File: src/rtl/pwrseq_pkg.sv
// Shared types and widths for the RF power-supply sequencer.
// Included by power_sequencer and its stage timer.
package pwrseq_pkg;

  localparam int STATE_W = 3;
  localparam int PHASE_W = 2;
  localparam int CODE_W  = 3;

  typedef enum logic [STATE_W-1:0] {
    ST_IDLE     = 3'd0,
    ST_AN_RAMP  = 3'd1,
    ST_G2_RAMP  = 3'd2,
    ST_DR_RAMP  = 3'd3,
    ST_RUN      = 3'd4,
    ST_SHUTDOWN = 3'd5,
    ST_FAULT    = 3'd6
  } state_t;

  typedef enum logic [PHASE_W-1:0] {
    SD_DR = 2'd0,
    SD_G2 = 2'd1,
    SD_AN = 2'd2
  } sd_phase_t;

  typedef enum logic [CODE_W-1:0] {
    FC_NONE     = 3'd0,
    FC_ALARM    = 3'd1,
    FC_AN_TO    = 3'd2,
    FC_G2_TO    = 3'd3,
    FC_DR_TO    = 3'd4,
    FC_RUN_LOST = 3'd5
  } fault_code_t;

  typedef struct packed {
    logic an;
    logic g2;
    logic dr;
    logic ready;
    logic fault;
  } out_t;

endpackage

File: src/rtl/seq_timer.sv
// Saturating stage counter with synchronous clear; hit_o flags the last
// cycle of a stage (count == limit_i - 1).
module seq_timer #(
  parameter int CNT_W = 9
) (
  input  logic             clk,
  input  logic             reset,
  input  logic             clear_i,
  input  logic             en_i,
  input  logic [CNT_W-1:0] limit_i,
  output logic             hit_o
);

  logic [CNT_W-1:0] cnt_q, cnt_d;

  always_comb begin
    cnt_d = cnt_q;
    if (clear_i) begin
      cnt_d = '0;
    end else if (en_i && (cnt_q != '1)) begin
      cnt_d = cnt_q + CNT_W'(1);
    end
  end

  always_ff @(posedge clk or negedge reset) begin
    if (!reset) begin
      cnt_q <= '0;
    end else begin
      cnt_q <= cnt_d;
    end
  end

  assign hit_o = (cnt_q == (limit_i - CNT_W'(1)));

endmodule

File: src/rtl/power_sequencer.sv
// Anode / G2 / driver power-up and power-down sequencer facing the interlock card.
// Define PWRSEQ_FAULT_LOG_EN to latch the cause of each FAULT entry on o_fault_code.
module power_sequencer
  import pwrseq_pkg::*;
#(
  parameter int T_AN_TIMEOUT = 64,
  parameter int T_G2_TIMEOUT = 256,
  parameter int T_DR_TIMEOUT = 64,
  parameter int T_OFF_DWELL  = 16,
  parameter int CNT_W        = 9
) (
  input  logic       clk,
  input  logic       reset,
  input  logic       on_request,
  input  logic       off_request,
  input  logic       fault_clear,
  input  logic       i_not_alarm,
  input  logic       i_not_alarm2,
  input  logic       i_not_on_perm,
  input  logic       i_not_g2_ok,
  input  logic       i_not_u_g2_low,
  input  logic       i_not_dr_amp_ok,
  output logic       o_an_ps_en,
  output logic       o_g2_ps_act,
  output logic       o_dr_amp_en,
  output logic       o_ready,
  output logic       o_fault,
  output logic [2:0] o_state,
  output logic [2:0] o_fault_code
);

  localparam logic [CNT_W-1:0] AN_LIM    = CNT_W'(T_AN_TIMEOUT);
  localparam logic [CNT_W-1:0] G2_LIM    = CNT_W'(T_G2_TIMEOUT);
  localparam logic [CNT_W-1:0] DR_LIM    = CNT_W'(T_DR_TIMEOUT);
  localparam logic [CNT_W-1:0] DWELL_LIM = CNT_W'(T_OFF_DWELL);

  state_t           state_q, state_d;
  sd_phase_t        phase_q, phase_d;
  out_t             out_q, out_d;
  logic             alarm_ok, status_ok;
  logic             timer_clr, timer_en, timer_hit;
  logic [CNT_W-1:0] limit;

  assign alarm_ok  = i_not_alarm & i_not_alarm2;
  assign status_ok = ~(i_not_on_perm | i_not_g2_ok | i_not_u_g2_low | i_not_dr_amp_ok);

  always_comb begin
    limit = DWELL_LIM;
    case (state_q)
      ST_AN_RAMP: limit = AN_LIM;
      ST_G2_RAMP: limit = G2_LIM;
      ST_DR_RAMP: limit = DR_LIM;
      default:    limit = DWELL_LIM;
    endcase
  end

  // Every state or phase change restarts the stage count.
  assign timer_clr = (state_d != state_q) || (phase_d != phase_q);
  assign timer_en  = (state_q == ST_AN_RAMP) || (state_q == ST_G2_RAMP) ||
                     (state_q == ST_DR_RAMP) || (state_q == ST_SHUTDOWN);

  seq_timer #(.CNT_W(CNT_W)) u_timer (
    .clk     (clk),
    .reset   (reset),
    .clear_i (timer_clr),
    .en_i    (timer_en),
    .limit_i (limit),
    .hit_o   (timer_hit)
  );

  always_ff @(posedge clk or negedge reset) begin
    if (!reset) begin
      state_q <= ST_IDLE;
      phase_q <= SD_DR;
    end else begin
      state_q <= state_d;
      phase_q <= phase_d;
    end
  end

  // Priority in active states: alarm, then off_request, then advance, then timeout.
  always_comb begin
    state_d = state_q;
    phase_d = phase_q;
    case (state_q)
      ST_IDLE: begin
        if (on_request && !off_request && alarm_ok) state_d = ST_AN_RAMP;
      end
      ST_AN_RAMP: begin
        if (!alarm_ok)          state_d = ST_FAULT;
        else if (off_request)   begin state_d = ST_SHUTDOWN; phase_d = SD_AN; end
        else if (!i_not_on_perm) state_d = ST_G2_RAMP;
        else if (timer_hit)     state_d = ST_FAULT;
      end
      ST_G2_RAMP: begin
        if (!alarm_ok)        state_d = ST_FAULT;
        else if (off_request) begin state_d = ST_SHUTDOWN; phase_d = SD_G2; end
        else if (!i_not_g2_ok && !i_not_u_g2_low) state_d = ST_DR_RAMP;
        else if (timer_hit)   state_d = ST_FAULT;
      end
      ST_DR_RAMP: begin
        if (!alarm_ok)            state_d = ST_FAULT;
        else if (off_request)     begin state_d = ST_SHUTDOWN; phase_d = SD_DR; end
        else if (!i_not_dr_amp_ok) state_d = ST_RUN;
        else if (timer_hit)       state_d = ST_FAULT;
      end
      ST_RUN: begin
        if (!alarm_ok)        state_d = ST_FAULT;
        else if (off_request) begin state_d = ST_SHUTDOWN; phase_d = SD_DR; end
        else if (!status_ok)  state_d = ST_FAULT;
      end
      ST_SHUTDOWN: begin
        if (!alarm_ok) begin
          state_d = ST_FAULT;
        end else if (timer_hit) begin
          case (phase_q)
            SD_DR:   phase_d = SD_G2;
            SD_G2:   phase_d = SD_AN;
            default: begin state_d = ST_IDLE; phase_d = SD_DR; end
          endcase
        end
      end
      ST_FAULT: begin
        if (fault_clear && !on_request && alarm_ok) state_d = ST_IDLE;
      end
      default: state_d = ST_IDLE;
    endcase
  end

  // Outputs decode the next state so they register on the same edge as the state.
  always_comb begin
    out_d = '0;
    case (state_d)
      ST_AN_RAMP:  out_d.an = 1'b1;
      ST_G2_RAMP:  begin out_d.an = 1'b1; out_d.g2 = 1'b1; end
      ST_DR_RAMP:  begin out_d.an = 1'b1; out_d.g2 = 1'b1; out_d.dr = 1'b1; end
      ST_RUN:      begin
        out_d.an    = 1'b1;
        out_d.g2    = 1'b1;
        out_d.dr    = 1'b1;
        out_d.ready = 1'b1;
      end
      ST_SHUTDOWN: begin
        out_d.an = (phase_d != SD_AN);
        out_d.g2 = (phase_d == SD_DR);
      end
      ST_FAULT:    out_d.fault = 1'b1;
      default:     out_d = '0;
    endcase
  end

  always_ff @(posedge clk or negedge reset) begin
    if (!reset) begin
      out_q <= '0;
    end else begin
      out_q <= out_d;
    end
  end

  assign o_an_ps_en  = out_q.an;
  assign o_g2_ps_act = out_q.g2;
  assign o_dr_amp_en = out_q.dr;
  assign o_ready     = out_q.ready;
  assign o_fault     = out_q.fault;
  assign o_state     = state_q;

`ifdef PWRSEQ_FAULT_LOG_EN
  fault_code_t cause, code_q;

  // Only meaningful on the cycle FAULT is entered; shutdown can only fault on alarm.
  always_comb begin
    cause = FC_ALARM;
    if (alarm_ok) begin
      case (state_q)
        ST_AN_RAMP: cause = FC_AN_TO;
        ST_G2_RAMP: cause = FC_G2_TO;
        ST_DR_RAMP: cause = FC_DR_TO;
        ST_RUN:     cause = FC_RUN_LOST;
        default:    cause = FC_ALARM;
      endcase
    end
  end

  always_ff @(posedge clk or negedge reset) begin
    if (!reset) begin
      code_q <= FC_NONE;
    end else if ((state_d == ST_FAULT) && (state_q != ST_FAULT)) begin
      code_q <= cause;
    end
  end

  assign o_fault_code = code_q;
`else
  assign o_fault_code = 3'd0;
`endif

endmodule

File: config.mk
export PLATFORM = sky130hd
export DESIGN_NAME = power_sequencer
export DESIGN_NICKNAME = d
export VERILOG_FILES = /design/src/rtl/pwrseq_pkg.sv /design/src/rtl/seq_timer.sv /design/src/rtl/power_sequencer.sv
export SDC_FILE = /design/constraint.sdc
export NUM_CORES = 1
export LEC_CHECK = 0
export CAP_MARGIN = 20
export CORE_AREA = 2 2 58 60
export CTS_BUF_LIST = sky130_fd_sc_hd__clkbuf_16
export CTS_CLUSTER_DIAMETER = 30
export DETAILED_ROUTE_END_ITERATION = 8
export DIE_AREA = 0 0 60 62
export DONT_BUFFER_PORTS = 1
export PLACE_DENSITY = 0.69
export RECOVER_POWER = 25
export SETUP_SLACK_MARGIN = 0.15
export SKIP_CTS_REPAIR_TIMING = 1
export SYNTH_ARGS = -nofsm -noshare
export SYNTH_HDL_FRONTEND = slang
export SYNTH_SLANG_ARGS = --single-unit
File: constraint.sdc
create_clock -name clk -period 4.15 [get_ports clk]
set_input_delay 0.6225 -clock clk [delete_from_list [all_inputs] [get_ports clk]]
set_output_delay 0.6225 -clock clk [all_outputs]
set_load 0.05 [all_outputs]
; ---- After elaboration in Yosys (flattened, before gate mapping)
; Index checks and enable logic that the tools add are counted.
[totals]
register_bits = 19
latch_bits = 0
ram_bits = 0
rom_bits = 0
inputBits = 11
output_inout_bits = 11
elab_cells = 93
memories = 0
[classes]
n_addsub = 2
n_mul = 0
div_mod_pow = 0
order_cmp = 0
n_eq_ne = 18
shifts = 0
mux = 37
bitwise_logic = 4
n_reduce_logical = 24
[ops]
columns = cell, count
row1 = $mux 3, 18
row2 = $pmux 3 s7, 1
row3 = $eq 3x3->1 const B, 6
row4 = $mux 9, 2
row5 = $pmux 9 s2, 1
row6 = $mux 2, 8
row7 = $eq 3x2->1 const B, 4
row8 = $add 9x1->9 const B, 1
row9 = $eq 9x9->1, 1
row10 = $ne 9x9->1 const B, 1
row11 = $sub 9x1->9 const B, 1
row12 = $pmux 2 s4, 1
row13 = $reduce_or 2->1, 4
row14 = $eq 3x1->1 const B, 2
row15 = $logic_and 1x1->1, 6
row16 = $logic_not 1->1, 4
row17 = $logic_not 2->1, 2
row18 = $logic_or 1x1->1, 4
row19 = $pmux 1 s2, 2
row20 = $pmux 2 s2, 1
row21 = $reduce_or 4->1, 1
row22 = $logic_not 3->1, 1
row23 = $mux 1, 3
row24 = $ne 3x3->1, 1
row25 = other kinds (7), 9

; ---- Depth between registers and ports, before layout
[depth]
depth_word = 13
mapped_depth = 9
mapped_depth_nobuf = 9

; ---- Modules after synthesis
; A second synthesis with hierarchy kept.
[hier_totals]
hier_cells = 190
hier_area_um2 = 1626.6
[modules_own_cells]
columns = mod, n_inst, cells_per_inst, area_each_um2
row1 = power_sequencer, 1, 106, 897.1
row2 = seq_timer, 1, 84, 729.4

; ---- Worst setup path after synthesis
; Ideal clock, no wire load.
[synth_path]
path_kind = reg-to-reg
from = register state_q[1] (netlist: o_state[1])
to = register out_q (netlist bit o_g2_ps_act)
setup_time_ns = 0.126
arrival_ns = 2.665
required_time_ns = 4.024
path_slack_ns = 1.359
path_stages_with_launch = 7
n_path_buf = 0
period_less_slack_ns = 2.791
path_cell_list = dfrtp_1 nor3b_1 mux2_4 or4_4 a211oi_4 nor3_1 a221o_1
[synth_lines]
columns = item, line_no
row1 = from (decl), power_sequencer.sv:37  ; state_t state_q, state_d;
row2 = from (signal assigned), power_sequencer.sv:76  ; state_q <= state_d;
row3 = to (signal assigned), power_sequencer.sv:156  ; out_q <= out_d;
row4 = to (decl), power_sequencer.sv:39  ; out_t out_q, out_d;

==> metrics.txt <==
# TYPE chip_impl_metric gauge
chip_impl_metric{name="route.detailed.wl_per_inst",unit="um"} 15.03
chip_impl_metric{name="number_of_remaining_drc_errors",unit=""} 0
chip_impl_info{name="worst_hold_path_type",value="primary input to async pin"} 1
chip_impl_metric{name="tritoncts.num_buffers",unit=""} 3
chip_impl_metric{name="pin_count_of_the_biggest_net_entering_global_routing",unit=""} 27
chip_impl_metric{name="via_per_inst",unit=""} 6.028
chip_impl_info{name="critical_path.cell_chain",value="nor3b_1 -> mux2_4 -> or4_4 -> a211oi_4 -> nor3_1 -> a221o_1"} 1
chip_impl_metric{name="floorplan.die.height",unit="um"} 62
chip_impl_metric{name="max-clock-path-buffers",unit=""} 2
chip_impl_metric{name="die-area",unit="sq um"} 3720
chip_impl_metric{name="first_pass_iters",unit=""} 4
chip_impl_metric{name="mappedNetlistArea",unit="sq um"} 1485
chip_impl_metric{name="finalHoldViolations",unit=""} 0
chip_impl_metric{name="worst-path-max-fanout",unit=""} 18
chip_impl_metric{name="power_leakage",unit="nW"} 0.6471
chip_impl_info{name="synth_ff_type",value="sky130_fd_sc_hd__dfrtp_1"} 1
chip_impl_metric{name="area_overhead_of_the_layout_relative_to_synthesis",unit="%"} 6.908
chip_impl_metric{name="io_pins",unit=""} 22
chip_impl_info{name="tritoncts",value="done"} 1
chip_impl_metric{name="hpwl_detailed",unit="um"} 2373
chip_impl_info{name="highest_routed_layer",value="met4"} 1
chip_impl_metric{name="vdd.ir_drop.worst",unit="V"} 0.0005163
chip_impl_metric{name="met3RoutedLength",unit="um"} 220
chip_impl_metric{name="worstPathRequired",unit="ns"} 4.28
chip_impl_metric{name="met2_wirelength",unit="um"} 1472
chip_impl_metric{name="wl_met1",unit="um"} 1529
chip_impl_info{name="cts.root.buffer_cell",value="sky130_fd_sc_hd__clkbuf_16"} 1
chip_impl_metric{name="globalRouteOverflowTotal",unit=""} 0
chip_impl_metric{name="num_vias",unit=""} 1302
chip_impl_metric{name="yosys_register_bits",unit=""} 19
chip_impl_info{name="grt_setup_unrepaired",value="no"} 1
chip_impl_metric{name="clock_skew",unit="ns"} 0.002091
chip_impl_metric{name="drv_slew",unit=""} 0
chip_impl_metric{name="first_global_vias",unit=""} 1203
chip_impl_metric{name="std_cell_rows",unit=""} 21
chip_impl_metric{name="worst_skew_pair_later_pin_latency",unit="ns"} 0.25
chip_impl_metric{name="cts.reportedPaths.clkPinSlew",unit="ns"} 0.05
chip_impl_metric{name="grt_pass1_wl",unit="um"} 5492
chip_impl_metric{name="post_synth_num_cell_types",unit=""} 55
chip_impl_metric{name="remaining_max_slew_budget_at_the_tightest_pin",unit="%"} 36.45
chip_impl_metric{name="netlist_instances",unit=""} 174
chip_impl_metric{name="synth_enable_flop_cells",unit=""} 0
chip_impl_metric{name="post-route-util",unit="%"} 49.94
chip_impl_info{name="synth.top_cells.by_count",value="19 x sky130_fd_sc_hd__dfrtp_1, 16 x sky130_fd_sc_hd__nor2_1, 8 x sky130_fd_sc_hd__clkbuf_1, 8 x sky130_fd_sc_hd__inv_1, 8 x sky130_fd_sc_hd__o21ai_0"} 1
chip_impl_metric{name="detail_route.wirelength",unit="um"} 3246
chip_impl_metric{name="fraction_of_registers_with_async_set_or_reset_after_synthesis",unit="%"} 100.0
chip_impl_metric{name="seq_area_frac_synth",unit="%"} 32.01
chip_impl_metric{name="timing_worst_slew_pin_value",unit="ns"} 0.9532
chip_impl_metric{name="fmax",unit="GHz"} 0.3257
chip_impl_metric{name="first_iter_violations",unit=""} 58
chip_impl_info{name="outcome",value="completed"} 1
chip_impl_info{name="post-synth-top-area-cell",value="sky130_fd_sc_hd__dfrtp_1"} 1
chip_impl_metric{name="drt.antenna.violating_nets",unit=""} 0
chip_impl_metric{name="core_region_area",unit="sq um"} 3179
chip_impl_metric{name="io_buffer_count",unit=""} 0
chip_impl_info{name="yosysMostFrequentCell",value="sky130_fd_sc_hd__dfrtp_1"} 1
chip_impl_info{name="worst_setup_path_startpoint",value="o_state[2]"} 1
chip_impl_metric{name="htree_num_levels",unit=""} 1
chip_impl_metric{name="min_period_over_period",unit="%"} 73.99
chip_impl_metric{name="grt_antenna_before_repair",unit=""} 0
chip_impl_metric{name="finalWorstPathRequiredPeriod",unit="ns"} 3.070
chip_impl_info{name="timing.critical_path.to",value="o_g2_ps_act"} 1
chip_impl_metric{name="grt_util_all_layers",unit="%"} 19.20
chip_impl_info{name="regToRegEndpoint",value="o_g2_ps_act"} 1
chip_impl_info{name="r2r-start",value="o_state[2]"} 1
chip_impl_info{name="crit_path_top_delay_cell",value="sky130_fd_sc_hd__dfrtp_1"} 1
chip_impl_metric{name="diodes",unit=""} 0
chip_impl_metric{name="maxCapViolations",unit=""} 0
chip_impl_metric{name="place_congestion",unit=""} 0.9065
chip_impl_info{name="worst_setup_path_end_kind",value="flip-flop"} 1
chip_impl_metric{name="cp_slowest_stage_delay",unit="ns"} 0.73
chip_impl_metric{name="floorplan.die.width",unit="um"} 60
chip_impl_metric{name="area_fraction_of_the_dominant_cell_type_after_synthesis",unit="%"} 32.01
chip_impl_info{name="critical_path.startpoint_type",value="flip-flop"} 1
chip_impl_metric{name="cp.arrival",unit="ns"} 3.20
chip_impl_metric{name="cellPowerDensity",unit="nW/um^2"} 701.7
chip_impl_metric{name="final_net_count",unit=""} 184
chip_impl_info{name="crit_type",value="flip-flop to flip-flop"} 1
chip_impl_metric{name="ys_warn_count",unit=""} 0
chip_impl_metric{name="r2r_cells",unit=""} 6
chip_impl_info{name="leading_post_synthesis_cells_by_cell_area",value="sky130_fd_sc_hd__dfrtp_1 32%, sky130_fd_sc_hd__nor2_1 4.0%, sky130_fd_sc_hd__xor2_1 2.9%, sky130_fd_sc_hd__o21ai_0 2.7%, sky130_fd_sc_hd__and2_1 2.5%"} 1
chip_impl_metric{name="finalSetupTns",unit="ns"} 0
chip_impl_metric{name="final_number_of_setup_violating_endpoints",unit=""} 0
chip_impl_metric{name="cts.sink_count",unit=""} 19
chip_impl_metric{name="synth_area_per_cell",unit="sq um"} 8.535
chip_impl_metric{name="layout-drive-gt1-share",unit="%"} 9.412
chip_impl_metric{name="setup.reg_to_reg.worst_slack",unit="ns"} 1.08
chip_impl_metric{name="floorplan.initialDensity",unit="%"} 46.71
## power breakdown
group	internal, mW	total, mW	switching [mW]
Combinational	0.197	0.530	0.333
Sequential	0.235	0.389	0.154
Clock	0.128	0.195	0.0667
## registers in the layout, summed over array words and instances, names as in the netlist
| name | flops |
|---|---|
| o_state | 3 |
| o_ready | 1 |
| o_fault | 1 |
| o_g2_ps_act | 1 |
| o_dr_amp_en | 1 |
| u_timer.cnt_q | 9 |
| phase_q | 2 |
| o_an_ps_en | 1 |
## final cells by class
| cell class | instances | area, sq um |
|---|---|---|
| sequential | 19 | 475.5 |
| fill | 299 | 1592 |
| timing repair buffer | 2 | 15.01 |
| clock buffer | 3 | 75.07 |
| inverter | 9 | 33.78 |
| multi-input combinational | 136 | 927.1 |
| clock inverter | 1 | 3.754 |
| tap | 46 | 57.56 |
## layout by cell type (no fill, tap or decap), types with 3 or more instances in the layout
master                      instances
sky130_fd_sc_hd__dfrtp_1           19
sky130_fd_sc_hd__nor2_1            16
sky130_fd_sc_hd__inv_1              9
sky130_fd_sc_hd__o21ai_0            8
sky130_fd_sc_hd__nor3_1             7
sky130_fd_sc_hd__a21oi_1            7
sky130_fd_sc_hd__nand2_1            6
sky130_fd_sc_hd__and2_1             6
sky130_fd_sc_hd__and3_1             5
sky130_fd_sc_hd__nand2b_1           5
sky130_fd_sc_hd__nand3_1            5
sky130_fd_sc_hd__xor2_1             5
sky130_fd_sc_hd__nor3b_1            4
sky130_fd_sc_hd__o31ai_1            4
sky130_fd_sc_hd__nor4_1             4
sky130_fd_sc_hd__or3_1              3
sky130_fd_sc_hd__xnor2_1            3
sky130_fd_sc_hd__mux2i_1            3
sky130_fd_sc_hd__conb_1             3
sky130_fd_sc_hd__clkbuf_16          3
## kinds of logic after synthesis
family	share of synthesized area [%]
and+or+nand+nor	28.14
AOI/OAI and AO/OA	22.49
buffers and inverters	6.065
DFF	32.01
xor gates and xnor gates	4.718
muxes	3.959
adders and majority gates	2.359
other	0.2525
## critical path: cells and delay by family, from the launching register on
family          cells  cell delay [ns]
simple gates        3             1.07
mux                 1             0.38
flops               1             0.73
compound gates      2             0.76
## layer usage
| metal | vias to the layer above | global-route usage (%) |
|---|---|---|
| met2 | 48 | 30.90 |
| met4 | 0 | 3.810 |
| met3 | 4 | 2.899 |
| li1 | 632 | - |
| met1 | 618 | 27.70 |
| met5 | - | 0 |
## worst min-delay path by stage
stage | endpoint | cells past startpoint | start
final | u_timer.cnt_q[7] | 0 | reset
after global routing | u_timer.cnt_q[5] | 0 | reset
after CTS | u_timer.cnt_q[7] | 0 | reset
after detailed placement | u_timer.cnt_q[6] | 0 | reset
after global placement | u_timer.cnt_q[7] | 0 | reset
after floorplan | o_an_ps_en | 0 | reset
## per-stage QoR
step	hold slack, ns	area [sq um]	total power, mW	setup WS, ns	instances
floorplan	0.3269	1493	0.8072	1.359	176
global placement	0.3272	1509	0.8986	1.206	212
detailed placement	0.3272	1509	0.9080	1.127	212
CTS	0.06291	1588	1.108	1.104	216
global route	0.05759	1588	1.185	0.9714	216
finish	0.06408	1588	1.114	1.080	216
No activity file was read; power rests on OpenSTA's default activity.
